<file path="src/rtl/alsu_ctrl_pkg.sv">
// Shared command layout, opcodes, FSM encoding and the legality screen for the
// ALSU arbiter.
package alsu_ctrl_pkg;

  localparam int CMD_W = 16;

  // Command layout, MSB first: opcode, A, B, cin, serial_in, red_op_A,
  // red_op_B, bypass_A, bypass_B, direction.
  localparam int OPC_LSB   = 13;
  localparam int OPC_W     = 3;
  localparam int A_LSB     = 10;
  localparam int B_LSB     = 7;
  localparam int OPD_W     = 3;
  localparam int CIN_BIT   = 6;
  localparam int SER_BIT   = 5;
  localparam int RED_A_BIT = 4;
  localparam int RED_B_BIT = 3;
  localparam int BYP_A_BIT = 2;
  localparam int BYP_B_BIT = 1;
  localparam int DIR_BIT   = 0;

  localparam logic [OPC_W-1:0] OP_AND   = 3'd0;
  localparam logic [OPC_W-1:0] OP_XOR   = 3'd1;
  localparam logic [OPC_W-1:0] OP_ADD   = 3'd2;
  localparam logic [OPC_W-1:0] OP_MUL   = 3'd3;
  localparam logic [OPC_W-1:0] OP_SHIFT = 3'd4;
  localparam logic [OPC_W-1:0] OP_ROT   = 3'd5;

  localparam logic [CMD_W-1:0] IDLE_CMD = '0;

  typedef enum logic [1:0] {
    ST_IDLE  = 2'd0,
    ST_ISSUE = 2'd1,
    ST_WAIT  = 2'd2,
    ST_RESP  = 2'd3
  } state_e;

  // Opcodes 6/7 do not exist; reduction flags are only meaningful for AND/XOR.
  function automatic logic is_illegal(input logic [CMD_W-1:0] cmd);
    logic [OPC_W-1:0] opc;
    logic             red;
    opc = cmd[OPC_LSB +: OPC_W];
    red = cmd[RED_A_BIT] | cmd[RED_B_BIT];
    return (opc == 3'd6) || (opc == 3'd7) ||
           (red && (opc != OP_AND) && (opc != OP_XOR));
  endfunction

endpackage

</file>
<file path="src/rtl/alsu_rr_arb2.sv">
// Two-requester round-robin grant. On a tie the requester that did not win
// last time is granted; a grant is always a handshake since it implies valid.
module alsu_rr_arb2 (
  input  logic clk_i,
  input  logic rst_ni,
  input  logic en_i,
  input  logic valid0_i,
  input  logic valid1_i,
  output logic gnt0_o,
  output logic gnt1_o,
  output logic gnt_id_o
);

  logic last_q;
  logic last_d;

  always_comb begin
    gnt_id_o = (valid0_i && valid1_i) ? ~last_q : valid1_i;
    gnt0_o   = en_i && valid0_i && !gnt_id_o;
    gnt1_o   = en_i && valid1_i &&  gnt_id_o;
    last_d   = last_q;
    if (gnt0_o) begin
      last_d = 1'b0;
    end else if (gnt1_o) begin
      last_d = 1'b1;
    end
  end

  // Reset to 1 so requester 0 wins the first tie.
  always_ff @(posedge clk_i or negedge rst_ni) begin
    if (!rst_ni) begin
      last_q <= 1'b1;
    end else begin
      last_q <= last_d;
    end
  end

endmodule

</file>
<file path="src/rtl/alsu_arbiter.sv">
// Shares one pipelined ALSU between two requesters: round-robin grant, illegal
// command screening, one-cycle issue, fixed-latency capture, tagged response.
module alsu_arbiter
  import alsu_ctrl_pkg::*;
#(
  parameter int LAT   = 2,  // issue-to-result latency, 1..15
  parameter int CNT_W = 8
) (
  input  logic             clk,
  input  logic             rst,
  input  logic             req0_valid,
  output logic             req0_ready,
  input  logic [CMD_W-1:0] req0_cmd,
  input  logic             req1_valid,
  output logic             req1_ready,
  input  logic [CMD_W-1:0] req1_cmd,
  output logic [CMD_W-1:0] alsu_cmd,
  input  logic [5:0]       alsu_out,
  output logic             rsp_valid,
  input  logic             rsp_ready,
  output logic             rsp_id,
  output logic [5:0]       rsp_data,
  output logic             rsp_err,
  output logic             busy,
  output logic [CNT_W-1:0] issued_cnt,
  output logic [CNT_W-1:0] err_cnt,
  output state_e           dbg_state
);

  localparam logic [3:0] WAIT_INIT = 4'(LAT - 1);

  // Valid/ready: a transfer happens on a rising edge where both are high.
  // Producers hold valid and payload stable until that edge; ready may depend
  // combinationally on valid, never the other way round.

  state_e           state_q, state_d;
  logic [CMD_W-1:0] alsu_cmd_q, alsu_cmd_d;
  logic             id_q, id_d;
  logic [3:0]       cnt_q, cnt_d;
  logic [5:0]       rsp_data_q, rsp_data_d;
  logic             rsp_err_q, rsp_err_d;
  logic [CNT_W-1:0] issued_q, issued_d;
  logic [CNT_W-1:0] err_q, err_d;

  logic             arb_en;
  logic             gnt0, gnt1, gnt_id;
  logic             accept;
  logic [CMD_W-1:0] sel_cmd;
  logic             sel_illegal;

  alsu_rr_arb2 u_arb (
    .clk_i    (clk),
    .rst_ni   (rst),
    .en_i     (arb_en),
    .valid0_i (req0_valid),
    .valid1_i (req1_valid),
    .gnt0_o   (gnt0),
    .gnt1_o   (gnt1),
    .gnt_id_o (gnt_id)
  );

  assign accept      = req0_ready | req1_ready;
  assign sel_cmd     = gnt_id ? req1_cmd : req0_cmd;
  assign sel_illegal = is_illegal(sel_cmd);

  always_ff @(posedge clk or negedge rst) begin
    if (!rst) begin
      state_q <= ST_IDLE;
    end else begin
      state_q <= state_d;
    end
  end

  always_comb begin
    state_d = state_q;
    case (state_q)
      ST_IDLE:  if (accept) state_d = sel_illegal ? ST_RESP : ST_ISSUE;
      ST_ISSUE: state_d = ST_WAIT;
      ST_WAIT:  if (cnt_q == 4'd0) state_d = ST_RESP;
      ST_RESP:  if (rsp_ready) state_d = ST_IDLE;
      default:  state_d = ST_IDLE;
    endcase
  end

  always_comb begin
    arb_en     = (state_q == ST_IDLE);
    req0_ready = gnt0;
    req1_ready = gnt1;
    busy       = (state_q != ST_IDLE);
    rsp_valid  = (state_q == ST_RESP);
  end

  // alsu_cmd is loaded on acceptance so it is non-idle exactly during ISSUE.
  always_comb begin
    alsu_cmd_d = IDLE_CMD;
    id_d       = id_q;
    cnt_d      = cnt_q;
    rsp_data_d = rsp_data_q;
    rsp_err_d  = rsp_err_q;
    issued_d   = issued_q;
    err_d      = err_q;
    if (accept) begin
      id_d = gnt_id;
      if (sel_illegal) begin
        rsp_data_d = '0;
        rsp_err_d  = 1'b1;
        err_d      = err_q + CNT_W'(1);
      end else begin
        alsu_cmd_d = sel_cmd;
      end
    end
    case (state_q)
      ST_ISSUE: begin
        issued_d = issued_q + CNT_W'(1);
        cnt_d    = WAIT_INIT;
      end
      ST_WAIT: begin
        if (cnt_q == 4'd0) begin
          rsp_data_d = alsu_out;
          rsp_err_d  = 1'b0;
        end else begin
          cnt_d = cnt_q - 4'd1;
        end
      end
      default: ;
    endcase
  end

  always_ff @(posedge clk or negedge rst) begin
    if (!rst) begin
      alsu_cmd_q <= IDLE_CMD;
      id_q       <= 1'b0;
      cnt_q      <= '0;
      rsp_data_q <= '0;
      rsp_err_q  <= 1'b0;
      issued_q   <= '0;
      err_q      <= '0;
    end else begin
      alsu_cmd_q <= alsu_cmd_d;
      id_q       <= id_d;
      cnt_q      <= cnt_d;
      rsp_data_q <= rsp_data_d;
      rsp_err_q  <= rsp_err_d;
      issued_q   <= issued_d;
      err_q      <= err_d;
    end
  end

  assign alsu_cmd   = alsu_cmd_q;
  assign rsp_id     = id_q;
  assign rsp_data   = rsp_data_q;
  assign rsp_err    = rsp_err_q;
  assign issued_cnt = issued_q;
  assign err_cnt    = err_q;
  assign dbg_state  = state_q;

endmodule

</file>
<file path="config.mk">
export PLATFORM = sky130hd
export DESIGN_NAME = alsu_arbiter
export DESIGN_NICKNAME = d
export VERILOG_FILES = /design/src/rtl/alsu_ctrl_pkg.sv /design/src/rtl/alsu_rr_arb2.sv /design/src/rtl/alsu_arbiter.sv
export SDC_FILE = /design/constraint.sdc
export NUM_CORES = 1
export LEC_CHECK = 0
export ABC_AREA = 1
export CAP_MARGIN = 0
export CORE_ASPECT_RATIO = 0.8
export CORE_UTILIZATION = 48
export CTS_CLUSTER_DIAMETER = 120
export DETAILED_ROUTE_END_ITERATION = 8
export GPL_ROUTABILITY_DRIVEN = 0
export PLACE_DENSITY = 0.86
export SLEW_MARGIN = 10
export SYNTH_ARGS = -nofsm -noshare
export SYNTH_HDL_FRONTEND = slang
export SYNTH_SLANG_ARGS = --single-unit
export TNS_END_PERCENT = 50
</file>
<file path="constraint.sdc">
create_clock -name clk -period 3.1 [get_ports clk]
set_input_delay 0.62 -clock clk [delete_from_list [all_inputs] [get_ports clk]]
set_output_delay 0.62 -clock clk [all_outputs]
set_load 0.01 [all_outputs]
</file>
After elaboration in Yosys (flattened, before gate mapping)

Index checks and enable logic that the tools add are counted.

Output and inout port bits: 46
Flip-flop bits (word level): 47
Logic and storage cells: 65
Bits of input ports: 43

Equality and inequality tests: 10
Bitwise logic cells: 3
Reductions and logical operators: 19
Multiplexer cells: 21
Add/subtract/negate cells: 3

Operators with widths:

| operator                                            | number |
|---|---|
| 2-to-1 mux 16 bit                                   | 3 |
| 2-to-1 mux 6 bit                                    | 4 |
| adder 8 x 1 -> 8 bit, second input constant         | 2 |
| 2-to-1 mux 2 bit                                    | 4 |
| one-hot mux 2 bit (4 select lines)                  | 1 |
| one-hot mux 4 bit (2 select lines)                  | 1 |
| logical AND 1 bit                                   | 7 |
| 2-to-1 mux 1 bit                                    | 7 |
| equality test 3 bit, second input constant          | 2 |
| != test 2 bit, second input constant                | 3 |
| nonzero test 2 bit                                  | 3 |
| equality test 2 bit, second input constant          | 2 |
| zero test 4 bit                                     | 1 |
| 2-to-1 mux 4 bit                                    | 1 |
| AND reduction 2 bit                                 | 2 |
| subtractor 4 x 1 -> 4 bit, second input constant    | 1 |
| != test 3 x 1 -> 1 bit, second input constant       | 1 |
| AND reduction 3 bit                                 | 1 |
| nonzero test 3 bit                                  | 1 |
| equality test 2 x 1 -> 1 bit, second input constant | 1 |
| zero test 2 bit                                     | 1 |
| logical OR 1 bit                                    | 2 |
| != test 2 x 1 -> 1 bit, second input constant       | 1 |
| OR 1 bit                                            | 2 |
| other kinds (2)                                     | 2 |

Depth between registers and ports, before layout

Gate-level depths: netlist (run 1).

Depth in word-level cells: 11
Depth in mapped cells: 11
Mapped depth without buffers: 10

Modules after synthesis

Synthesis (run 1) repeated with hierarchy kept, for this count alone.

Cell total of the unflattened synthesis: 286
Area, all modules: 2,416.1 um^2

By module, submodules not included:

| module       | area each (um^2) | cells each | sequential area each (um^2) | instances |
|---|---|---|---|---|
| alsu_arbiter | 2,342.2          | 276        | 1,151.1                     | 1 |
| alsu_rr_arb2 | 73.8             | 10         | 26.3                        | 1 |

Worst setup path before layout (run 1)

No wires, ideal clock.

Path type: input port to output port
From: input port req0_valid
To: output port req0_ready
Data required time: 2,480 ps
Path buffers: 1
Cell stages on the path: 5
Setup slack: 1,195 ps
Arrival time: 1,285 ps
Cell sequence: nand2_2 nand2_2 buf_6 inv_1 nor3_1

Cells in the longest elaborated chain, start to end: 4
Elaborated cells between the ends (all ways): 5
Classes of those cells: 1 x mux; 4 x reduce/logical

Ends and longest elaborated chain:

| item                  | line               | RTL |
|---|---|---|
| start, declared       | alsu_arbiter.sv:11 | `input logic req0_valid,` |
| logical AND 1 bit     | alsu_rr_arb2.sv:18 | `gnt_id_o = (valid0_i && valid1_i) ? ~last_q : valid1_i;` |
| 2-to-1 mux 1 bit      | alsu_rr_arb2.sv:18 |  |
| zero test 1 bit       | alsu_rr_arb2.sv:19 | `gnt0_o = en_i && valid0_i && !gnt_id_o;` |
| logical AND 1 bit (*) | alsu_rr_arb2.sv:19 |  |
| end, declared         | alsu_arbiter.sv:12 | `output logic req0_ready,` |

Mark *: on every way between the ends. The rest lies on a longest branch, timed or not.

Final worst setup path (run 1)

Ends and elaborated chain as after synthesis.

==> results of run 1 <==
-- routing by layer --
layer / vias to the layer above / track usage, % / share of wire [%]
li1: 1053 / - / -
met1: 981 / 29.6 / 45
met2: 73 / 38.3 / 47
met3: 10 / 5.83 / 6.2
met4: 0 / 9.60 / 1.7
met5: - / 0 / 0
-- Yosys cell counts, drive strengths merged --
master / n
nand2: 104
dfrtp: 46
inv: 32
a21oi: 17
nor2: 16
nand4: 12
nand3: 10
ha: 9
xnor2: 6
buf: 5
o21ai: 5
xor2: 4
nor3: 3
clkbuf: 2
nand3b: 2
o22ai: 2
dfstp: 1
o211ai: 1
-- area by class of cell --
type                       count  area share, %
clock buffer                   6           2.13
clock inverter                 2          0.367
tap                           60           2.20
timing repair buffer          90           26.1
sequential                    47           34.5
inverter                      32           3.52
multi-input combinational    191           31.1
-- cells in the final DEF (no fill, tap or decap), types with 9 or more instances in the layout --
cell type	Yosys	final
sky130_fd_sc_hd__a21oi_2	9	9
sky130_fd_sc_hd__clkdlybuf4s50_1	0	87
sky130_fd_sc_hd__dfrtp_1	46	46
sky130_fd_sc_hd__ha_1	9	9
sky130_fd_sc_hd__inv_1	31	31
sky130_fd_sc_hd__nand2_1	94	94
sky130_fd_sc_hd__nand3_1	9	9
sky130_fd_sc_hd__nand4_1	12	12
sky130_fd_sc_hd__nor2_1	14	14
-- how the worst max path moves through the flow --
stage	start	end	slack (ns)
floorplan	req0_valid	req0_ready	1.20
global placement	req0_valid	req0_ready	0.40
detailed placement	req0_valid	req0_ready	0.37
CTS	req0_valid	req0_ready	0.35
global route	req0_valid	req0_ready	0.23
finish	req0_valid	req0_ready	0.35
-- per-stage QoR --
step	std cells	util, %
detailed placement	420	70.6
CTS	428	72.4
global placement	420	70.6
finish	428	72.4
floorplan	277	-
global route	428	72.4
-- flip-flops by register name (all words and copies together), names as in the netlist --
name / cells
alsu_cmd: 16
cnt_q: 4
dbg_state: 2
err_cnt: 8
issued_cnt: 8
rsp_data: 6
rsp_err: 1
rsp_id: 1
u_arb.last_q: 1
-- power by group --
| group | switching [W] | total (W) | internal (W) |
|---|---|---|---|
| clock | 0.000211 | 0.000369 | 0.000158 |
| combinational | 0.000633 | 0.00118 | 0.000543 |
| sequential | 0.000137 | 0.000919 | 0.000782 |
| total | 0.000980 | 0.00246 | 0.00148 |
-- critical path, stage by stage --
cell                              delay (ns)
sky130_fd_sc_hd__clkdlybuf4s50_1        0.49
sky130_fd_sc_hd__nand2_2                0.09
sky130_fd_sc_hd__nand2_2                0.09
sky130_fd_sc_hd__inv_1                  0.06
sky130_fd_sc_hd__nor3_1                 0.20
sky130_fd_sc_hd__clkdlybuf4s50_1        0.58
-- cell families after synthesis --
group	count (synthesis)
simple gates	147
buf+inv	39
xor+xnor	10
flops	47
compound gates	25
fa+ha+maj	9
==> impl_metrics.csv, run 1 <==
group,metric,value,unit
global_route,grt_first_pass_wirelength,9250,um
pwr,cellLeakagePower,1.65,nW
worst_setup_path,worst_r2r_path_depth,10,
pwr,peakVddDrop,391,uV
synth,synth_sequential_area_ratio,48.8,%
finish,final_design_area_no_fill,0.00341,mm^2
timing,fin_crit,2.75,ns
clock_tree,cts_tree,"yes",
synth,yosys_warnings,0,
floorplanning,chipHeight,65.4,um
timing,holdWs,0.468,ns
detailed_routing,route.detailed.wl_per_inst,13.4,um
detailed_routing,total_detailed_routing_wirelength,5720,um
timing,final_min_period_over_clock_period,88.7,%
synth,syn-num-nets,329,
synth,synth_largest_area_cell,"sky130_fd_sc_hd__dfrtp_1",
clock_tree,cts.sinks,47,
pwr,post-layout-total-power,0.00246,W
synth,synthSimpleGateAreaFrac,27.9,%
worst_setup_path,crit_fanout,5,
finish,antenna_cells_inserted,0,
worst_setup_path,timing_worst_setup_path_type,"input port to primary output",
synth,yosys.area_share.adder,4.67,%
finish,share_of_final_layout_standard_cells_stronger_than_drive_strength_1,9.78,%
global_route,grt_max_degree,48,
synth,syn-mean-instance-area,8.70,um^2
floorplanning,initial_core_util,51.2,%
clock_tree,clockRootBuffer,"sky130_fd_sc_hd__clkbuf_8",
synth,yosys-mux-area-fraction,0,%
global_route,grt_antenna_before_repair,0,
timing,timing.slew.headroom,30.7,%
min_path,worstHoldPathCells,1,
worst_setup_path,r2r_start,"u_arb.last_q",
synth,synthesized_area,0.00241,mm^2
timing,maxSlewViolCount,0,
pwr,powerDensity,723,mW/mm^2
timing,final_hold_viol_count,0,
floorplanning,core_area,0.00471,mm^2
placed_design,place_area,0.00332,mm^2
synth,synth_top_cells_by_area,"sky130_fd_sc_hd__dfrtp_1 (48%), sky130_fd_sc_hd__nand2_1 (15%), sky130_fd_sc_hd__inv_1 (4.8%)",
min_path,timing.hold.worst.start,"issued_cnt[7]",
global_route,first_global_vias,2045,
finish,multi_input_area,0.00106,mm^2
floorplanning,die_area,0.00531,mm^2
global_route,grt_overflow,0,
placed_design,placement.io_buffers,88,
timing,setup_ws,0.349,ns
finish,sequential_cell_area,0.00118,mm^2
clock_tree,post-cts-setup-buffers,0,
timing,unrepaired_setup_endpoints_after_global_routing,"false",
synth,yosys.area_share.xor_xnor,3.63,%
min_path,class_of_the_most_critical_hold_timing_path,"register to register",
placed_design,detailedPlace.worstSlack,0.367,ns
detailed_routing,antenna_violating_nets_post_route,0,
timing,achievable-frequency,0.364,GHz
clock_tree,post_cts.resized_instances,0,
synth,synth_largest_type_area_fraction,47.7,%
finish,design.final.nets,419,
floorplanning,width_of_the_die,81.2,um
timing,setup_violations,0,
worst_setup_path,setup_crit_end_kind,"primary output",
detailed_routing,total_iterations_of_the_first_detailed_routing_run,4,
detailed_routing,routed-via-count,2117,
finish,area_growth,41.4,%
clock_tree,cts-hold-fix-buffers,0,
clock_tree,clkTransAtPathRegs,0.08,ns
clock_tree,cts-htree-levels,2,
detailed_routing,post_drt_via_cell_ratio,4.95,
worst_setup_path,r2r_setup_slack,1.05,ns
placed_design,hpwl,4060,um
synth,netlist-cell-type-count,28,
floorplanning,pin_count,89,
detailed_routing,route.detailed.drc,0,
worst_setup_path,worst_r2r_endpoint,"rsp_data[1]",
timing,tns,0,ns
global_route,grt_usage,23.4,%
clock_tree,clk_path_buf_depth,2,
worst_setup_path,critical_path_arrival,2.13,ns
floorplanning,fp-row-count,22,
finish,n_fill_cell,365,
min_path,whs_endpoint,"issued_cnt[7]",
timing,worst_pin_slew,1.04,ns
detailed_routing,drt-initial-drc-count,133,
worst_setup_path,critical_path_required,2.48,ns
synth,synth_compound_gate_area_share,7.73,%
worst_setup_path,critPathLaunchType,"input port",
clock_tree,numCtsBuffers,5,
synth,synth_cells,277,
synth,ys_ff_latch,47,
status,run_status,"complete, no violations",
clock_tree,worst_skew_late_latency,0.30,ns
synth,largest_family_of_logic_cells_by_synthesized_area,"simple AND/OR/NAND/NOR gates",
job,drv.max_cap_violation_count,0,
timing,worst_clock_skew,0.00483,ns
Power figures use the tool's default switching activity.
==> inputs of run 2 (changes only) <==
--- a/config.mk
+++ b/config.mk
@@ -8,6 +8,7 @@
 export ABC_AREA = 1
 export CAP_MARGIN = 0
 export CORE_ASPECT_RATIO = 0.8
+export CORE_MARGIN = 5
 export CORE_UTILIZATION = 48
 export CTS_CLUSTER_DIAMETER = 120
 export DETAILED_ROUTE_END_ITERATION = 8
==> run 2 against run 1 <==
Against the previous run: setup slack worse by 0.099 ns; sequential power is essentially flat; global-route usage fell by 4.3 points; critical endpoint unchanged; largest power group unchanged; highest routed layer unchanged.
==> impl_metrics.csv, run 2 (synthesized netlist as in run 1, its figures left out) <==
group,metric,value,unit
placed_design,hpwl,4380,um
timing,maxSlewViolCount,0,
timing,timing.slew.headroom,30.2,%
clock_tree,cts-hold-fix-buffers,0,
detailed_routing,total_iterations_of_the_first_detailed_routing_run,4,
timing,final_hold_viol_count,0,
global_route,grt_first_pass_wirelength,9620,um
worst_setup_path,timing_worst_setup_path_type,"input port to primary output",
floorplanning,fp-row-count,23,
job,drv.max_cap_violation_count,0,
timing,final_min_period_over_clock_period,91.9,%
clock_tree,cts.sinks,47,
finish,share_of_final_layout_standard_cells_stronger_than_drive_strength_1,10.3,%
finish,area_growth,42.6,%
finish,antenna_cells_inserted,0,
detailed_routing,drt-initial-drc-count,90,
floorplanning,die_area,0.00655,mm^2
placed_design,placement.io_buffers,88,
global_route,use_met1,22.6,%
clock_tree,post_cts.resized_instances,0,
timing,achievable-frequency,0.351,GHz
floorplanning,pin_count,89,
clock_tree,clk_path_buf_depth,2,
global_route,grt_usage,19.1,%
timing,unrepaired_setup_endpoints_after_global_routing,"false",
timing,fin_crit,2.85,ns
global_route,gr-usage-met3,5.94,%
worst_setup_path,critical_path_arrival,2.23,ns
global_route,top_usage_layer,"met2",
floorplanning,core_area,0.00495,mm^2
worst_setup_path,setup_crit_end_kind,"primary output",
detailed_routing,post_drt_via_cell_ratio,4.85,
detailed_routing,total_detailed_routing_wirelength,5800,um
timing,worst_pin_slew,1.05,ns
timing,setup_violations,0,
pwr,cellLeakagePower,1.66,nW
min_path,class_of_the_most_critical_hold_timing_path,"register to register",
clock_tree,cts_tree,"yes",
timing,worst_clock_skew,0.00704,ns
clock_tree,worst_skew_late_latency,0.30,ns
finish,multi_input_area,0.00106,mm^2
worst_setup_path,critical_path_required,2.48,ns
clock_tree,numCtsBuffers,5,
global_route,grt_antenna_before_repair,0,
global_route,first_global_vias,2157,
detailed_routing,route.detailed.drc,0,
floorplanning,chipHeight,73.4,um
status,run_status,"complete, no violations",
worst_setup_path,critPathLaunchType,"input port",
detailed_routing,routed-via-count,2089,
timing,tns,0,ns
clock_tree,clockRootBuffer,"sky130_fd_sc_hd__clkbuf_8",
finish,design.final.nets,420,
global_route,grt_overflow,0,
pwr,powerDensity,726,mW/mm^2
clock_tree,cts-htree-levels,2,
floorplanning,initial_core_util,48.7,%
worst_setup_path,r2r_setup_slack,1.28,ns
floorplanning,width_of_the_die,89.2,um
pwr,peakVddDrop,385,uV
pwr,post-layout-total-power,0.00249,W
finish,largest_register_ffs,16,
clock_tree,clkTransAtPathRegs,0.08,ns
global_route,groute.layer.met2.usage,32.8,%
clock_tree,post-cts-setup-buffers,0,
finish,n_fill_cell,378,
finish,layout_commonest_cell,"sky130_fd_sc_hd__nand2_1",
finish,mostFrequentLayoutCells,"sky130_fd_sc_hd__nand2_1 (94), sky130_fd_sc_hd__clkdlybuf4s50_1 (87), sky130_fd_sc_hd__dfrtp_1 (46)",
global_route,grt_max_degree,48,
worst_setup_path,crit_fanout,7,
finish,final_core_utilization,69.4,%
finish,sequential_cell_area,0.00118,mm^2
detailed_routing,antenna_violating_nets_post_route,0,
detailed_routing,route.detailed.wl_per_inst,13.4,um
run 2: changes by cell type in the layout (fill, tap and decap cells not counted), sizes merged:
cell    delta
clkbuf     +1
buf        +1
clkinv     -1
run 2: layout make-up:
type                            count  share of cell area [%]
Inverter                           32                    3.49
Tap cell                           62                    2.26
Clock inverter                      1                   0.218
Sequential cell                    47                    34.3
Timing Repair Buffer               91                    26.1
Clock buffer                        7                    2.80
Multi-Input combinational cell    191                    30.8
run 2: path summary, 6_finish.rpt:
kind                               start       endpoint  depth (start not counted)
max                           req0_valid     req0_ready                          6
min                        issued_cnt[7]  issued_cnt[7]                          1
max reg2reg                 dbg_state[1]     err_cnt[1]                          7
min reg2reg                issued_cnt[7]  issued_cnt[7]                          1
max in group asynchronous            rst   alsu_cmd[11]                          1
min in group asynchronous            rst       cnt_q[2]                          1
run 2: metrics by stage:
stage / std cells / area (um^2) / hold WS (ns) / worst slack, ns
2_1_floorplan: 277 / 2410 / 0.324 / 1.20
3_3_place_gp: 423 / 3330 / 0.460 / 0.300
3_5_place_dp: 423 / 3330 / 0.480 / 0.271
4_1_cts: 431 / 3440 / 0.495 / 0.253
5_1_grt: 431 / 3440 / 0.507 / 0.145
6_report: 431 / 3440 / 0.486 / 0.250
run 2: worst max-delay path, cell delays in order:
cell and delay (ns):
sky130_fd_sc_hd__clkdlybuf4s50_1 0.49, sky130_fd_sc_hd__nand2_2 0.09, sky130_fd_sc_hd__nand2_2 0.17, sky130_fd_sc_hd__inv_1 0.08, sky130_fd_sc_hd__nor3_1 0.20, sky130_fd_sc_hd__clkdlybuf4s50_1 0.59
run 2: per-layer routing:
layer	vias to the layer above	wire, um
met1	957	2440
met3	11	473
met2	71	2790
met4	0	101
met5	-	0
li1	1050	-
run 2: report_power, final:
part / total [W] / internal (W) / switching [W]
combinational: 0.00117 / 0.000547 / 0.000621
sequential: 0.000920 / 0.000783 / 0.000137
clock: 0.000406 / 0.000203 / 0.000203
total: 0.00249 / 0.00153 / 0.000962
==> inputs of run 3 (changes only) <==
--- a/config.mk
+++ b/config.mk
@@ -9,11 +9,10 @@
 export CAP_MARGIN = 0
 export CORE_ASPECT_RATIO = 0.8
 export CORE_MARGIN = 5
-export CORE_UTILIZATION = 48
+export CORE_UTILIZATION = 44
 export CTS_CLUSTER_DIAMETER = 120
 export DETAILED_ROUTE_END_ITERATION = 8
-export GPL_ROUTABILITY_DRIVEN = 0
-export PLACE_DENSITY = 0.86
+export PLACE_DENSITY = 0.79
 export SLEW_MARGIN = 10
 export SYNTH_ARGS = -nofsm -noshare
 export SYNTH_HDL_FRONTEND = slang
==> constraint.sdc (replaced) <==
create_clock -name clk -period 3 [get_ports clk]
set_input_delay 0.6 -clock clk [delete_from_list [all_inputs] [get_ports clk]]
set_output_delay 0.6 -clock clk [all_outputs]
set_load 0.01 [all_outputs]
==> run 3 against run 2 <==
Against the previous run: register-to-register slack got worse by 0.28 ns; sequential power is 3.3% higher; count of clock-buffer cells in the layout fell by 2; critical path type unchanged; highest routed layer unchanged; non-clock buffer count did not move; global-route usage fell by 1.1 points; sequential cell count unchanged; design area increased by 0.18%; routed wire length grew 1.4%; total power grew 5.5%; largest cell class unchanged; setup slack worse by 0.060 ns; critical path depth is the same.
==> impl_metrics.csv, run 3 (synthesized netlist as in run 1, its figures left out) <==
group,metric,value,unit
placed_design,detailedPlace.worstSlack,0.191,ns
placed_design,placement.io_buffers,88,
clock_tree,cts-hold-fix-buffers,0,
worst_setup_path,worst_setup_path_startpoint,"req0_valid",
worst_setup_path,critical_path_arrival,2.21,ns
worst_setup_path,worst-path-stages,6,
timing,final_hold_viol_count,0,
job,drv.max_cap_violation_count,0,
floorplanning,fp-row-count,24,
pwr,cellLeakagePower,1.66,nW
finish,layout_commonest_cell,"sky130_fd_sc_hd__nand2_1",
worst_setup_path,critPathLaunchType,"input port",
floorplanning,core_area,0.00538,mm^2
detailed_routing,route.detailed.wl_per_inst,13.6,um
status,run_status,"complete, no violations",
global_route,grt_overflow,0,
worst_setup_path,crit_path_end,"req0_ready",
timing,worst_clock_skew,0.00841,ns
finish,final_core_utilization,64.1,%
clock_tree,cts.sinks,47,
clock_tree,cts_tree,"yes",
worst_setup_path,crit_fanout,6,
detailed_routing,drt-initial-drc-count,74,
floorplanning,die_area,0.00707,mm^2
detailed_routing,routed-via-count,2090,
worst_setup_path,slowest_delay,0.59,ns
finish,area_growth,42.8,%
detailed_routing,route.detailed.drc,0,
timing,tns,0,ns
worst_setup_path,worst_r2r_endpoint,"err_cnt[4]",
timing,unrepaired_setup_endpoints_after_global_routing,"false",
placed_design,place.gp.congestion,0.793,
worst_setup_path,worst_r2r_path_depth,10,
floorplanning,chipHeight,76.2,um
clock_tree,clk_path_buf_depth,2,
detailed_routing,total_iterations_of_the_first_detailed_routing_run,4,
worst_setup_path,cp_slowest_cell,"sky130_fd_sc_hd__clkdlybuf4s50_1",
min_path,class_of_the_most_critical_hold_timing_path,"input port to asynchronous set/reset pin",
finish,multi_input_area,0.00106,mm^2
worst_setup_path,critical_path_required,2.40,ns
worst_setup_path,cp_top_family,"buffers and inverters",
worst_setup_path,setup_crit_end_kind,"primary output",
detailed_routing,post_drt_via_cell_ratio,4.83,
timing,final_min_period_over_clock_period,93.7,%
worst_setup_path,timing_worst_setup_path_type,"input port to primary output",
timing,setup_ws,0.190,ns
clock_tree,clkTransAtPathRegs,0.09,ns
clock_tree,numCtsBuffers,5,
global_route,grt_antenna_before_repair,0,
worst_setup_path,cp_cell_sequence,"clkdlybuf4s50_1 -> nand2_2 -> nand2_2 -> inv_1 -> nor3_1 -> clkdlybuf4s50_1",
detailed_routing,total_detailed_routing_wirelength,5880,um
floorplanning,initial_core_util,44.9,%
global_route,grt_first_pass_wirelength,10200,um
clock_tree,post-cts-setup-buffers,0,
global_route,grt_max_degree,48,
pwr,powerDensity,764,mW/mm^2
finish,share_of_final_layout_standard_cells_stronger_than_drive_strength_1,10.1,%
clock_tree,clockRootBuffer,"sky130_fd_sc_hd__clkbuf_8",
timing,maxSlewViolCount,0,
floorplanning,width_of_the_die,92.8,um
clock_tree,post_cts.resized_instances,0,
finish,antenna_cells_inserted,0,
worst_setup_path,count_of_buffer_and_inverter_cells_on_the_critical_path,3,
timing,fin_crit,2.81,ns
finish,mostFrequentLayoutCells,"sky130_fd_sc_hd__nand2_1 (94), sky130_fd_sc_hd__clkdlybuf4s50_1 (87), sky130_fd_sc_hd__dfrtp_1 (46)",
placed_design,hpwl,4400,um
detailed_routing,antenna_violating_nets_post_route,0,
global_route,first_global_vias,2146,
global_route,grt_usage,18.0,%
worst_setup_path,r2r_setup_slack,1.00,ns
clock_tree,worst_skew_late_latency,0.30,ns
worst_setup_path,r2r_start,"u_arb.last_q",
timing,worst_pin_slew,1.06,ns
floorplanning,pin_count,89,
timing,setup_violations,0,
finish,n_fill_cell,465,
timing,achievable-frequency,0.356,GHz
timing,timing.slew.headroom,29.2,%
clock_tree,cts-htree-levels,2,
finish,design.final.nets,420,
finish,largest_register_ffs,16,
pwr,peakVddDrop,350,uV
finish,sequential_cell_area,0.00118,mm^2
## run 3: worst min-delay path by stage
stage                     cells past startpoint  slack (ns)       endpoint           from
final                                         1        0.48  issued_cnt[6]            rst
after global routing                          1        0.52  issued_cnt[7]  issued_cnt[7]
after CTS                                     1        0.49  issued_cnt[7]  issued_cnt[7]
after detailed placement                      1        0.47  issued_cnt[7]  issued_cnt[7]
after global placement                        1        0.46  issued_cnt[7]  issued_cnt[7]
after floorplan                               0        0.30    alsu_cmd[0]            rst
## run 3: stage by stage
step                hold slack (ns)  instances  cell area [um^2]  power [W]
floorplan                     0.304        277              2410    0.00165
global placement              0.461        426              3340    0.00214
detailed placement            0.470        426              3340    0.00219
CTS                           0.487        433              3440    0.00266
global route                  0.518        433              3440    0.00287
finish                        0.479        433              3440    0.00263
## run 3: layer usage
layer / GRT usage (%) / up-vias / share of wire, %
met5: 0 / - / 0
met4: 5.71 / 0 / 1.6
met3: 5.43 / 9 / 6.7
met2: 30.1 / 57 / 49
met1: 22.2 / 978 / 43
li1: - / 1046 / -
## run 3: cell type report
class	count	area share, %
clock buffers	5	2.00
clock inverters	2	1.09
inverters	32	3.49
multi-input cells	191	30.8
flip-flops and latches	47	34.2
well taps	65	2.36
repair buffers	91	26.1
## run 3: report_power, final
| part | internal (W) | switching, W | leakage (nW) | total [W] |
|---|---|---|---|---|
| Clock | 0.000244 | 0.000223 | 0.0502 | 0.000466 |
| Combinational | 0.000568 | 0.000646 | 0.990 | 0.00121 |
| Sequential | 0.000808 | 0.000141 | 0.620 | 0.000950 |
| Total | 0.00162 | 0.00101 | 1.66 | 0.00263 |
## run 3: worst reg2reg max path, delay by kind of cell, from the launching register on
kind | cells | cell delay, ns
buffers and inverters | 2 | 0.32
DFF | 1 | 0.55
and+or+nand+nor | 8 | 1.05
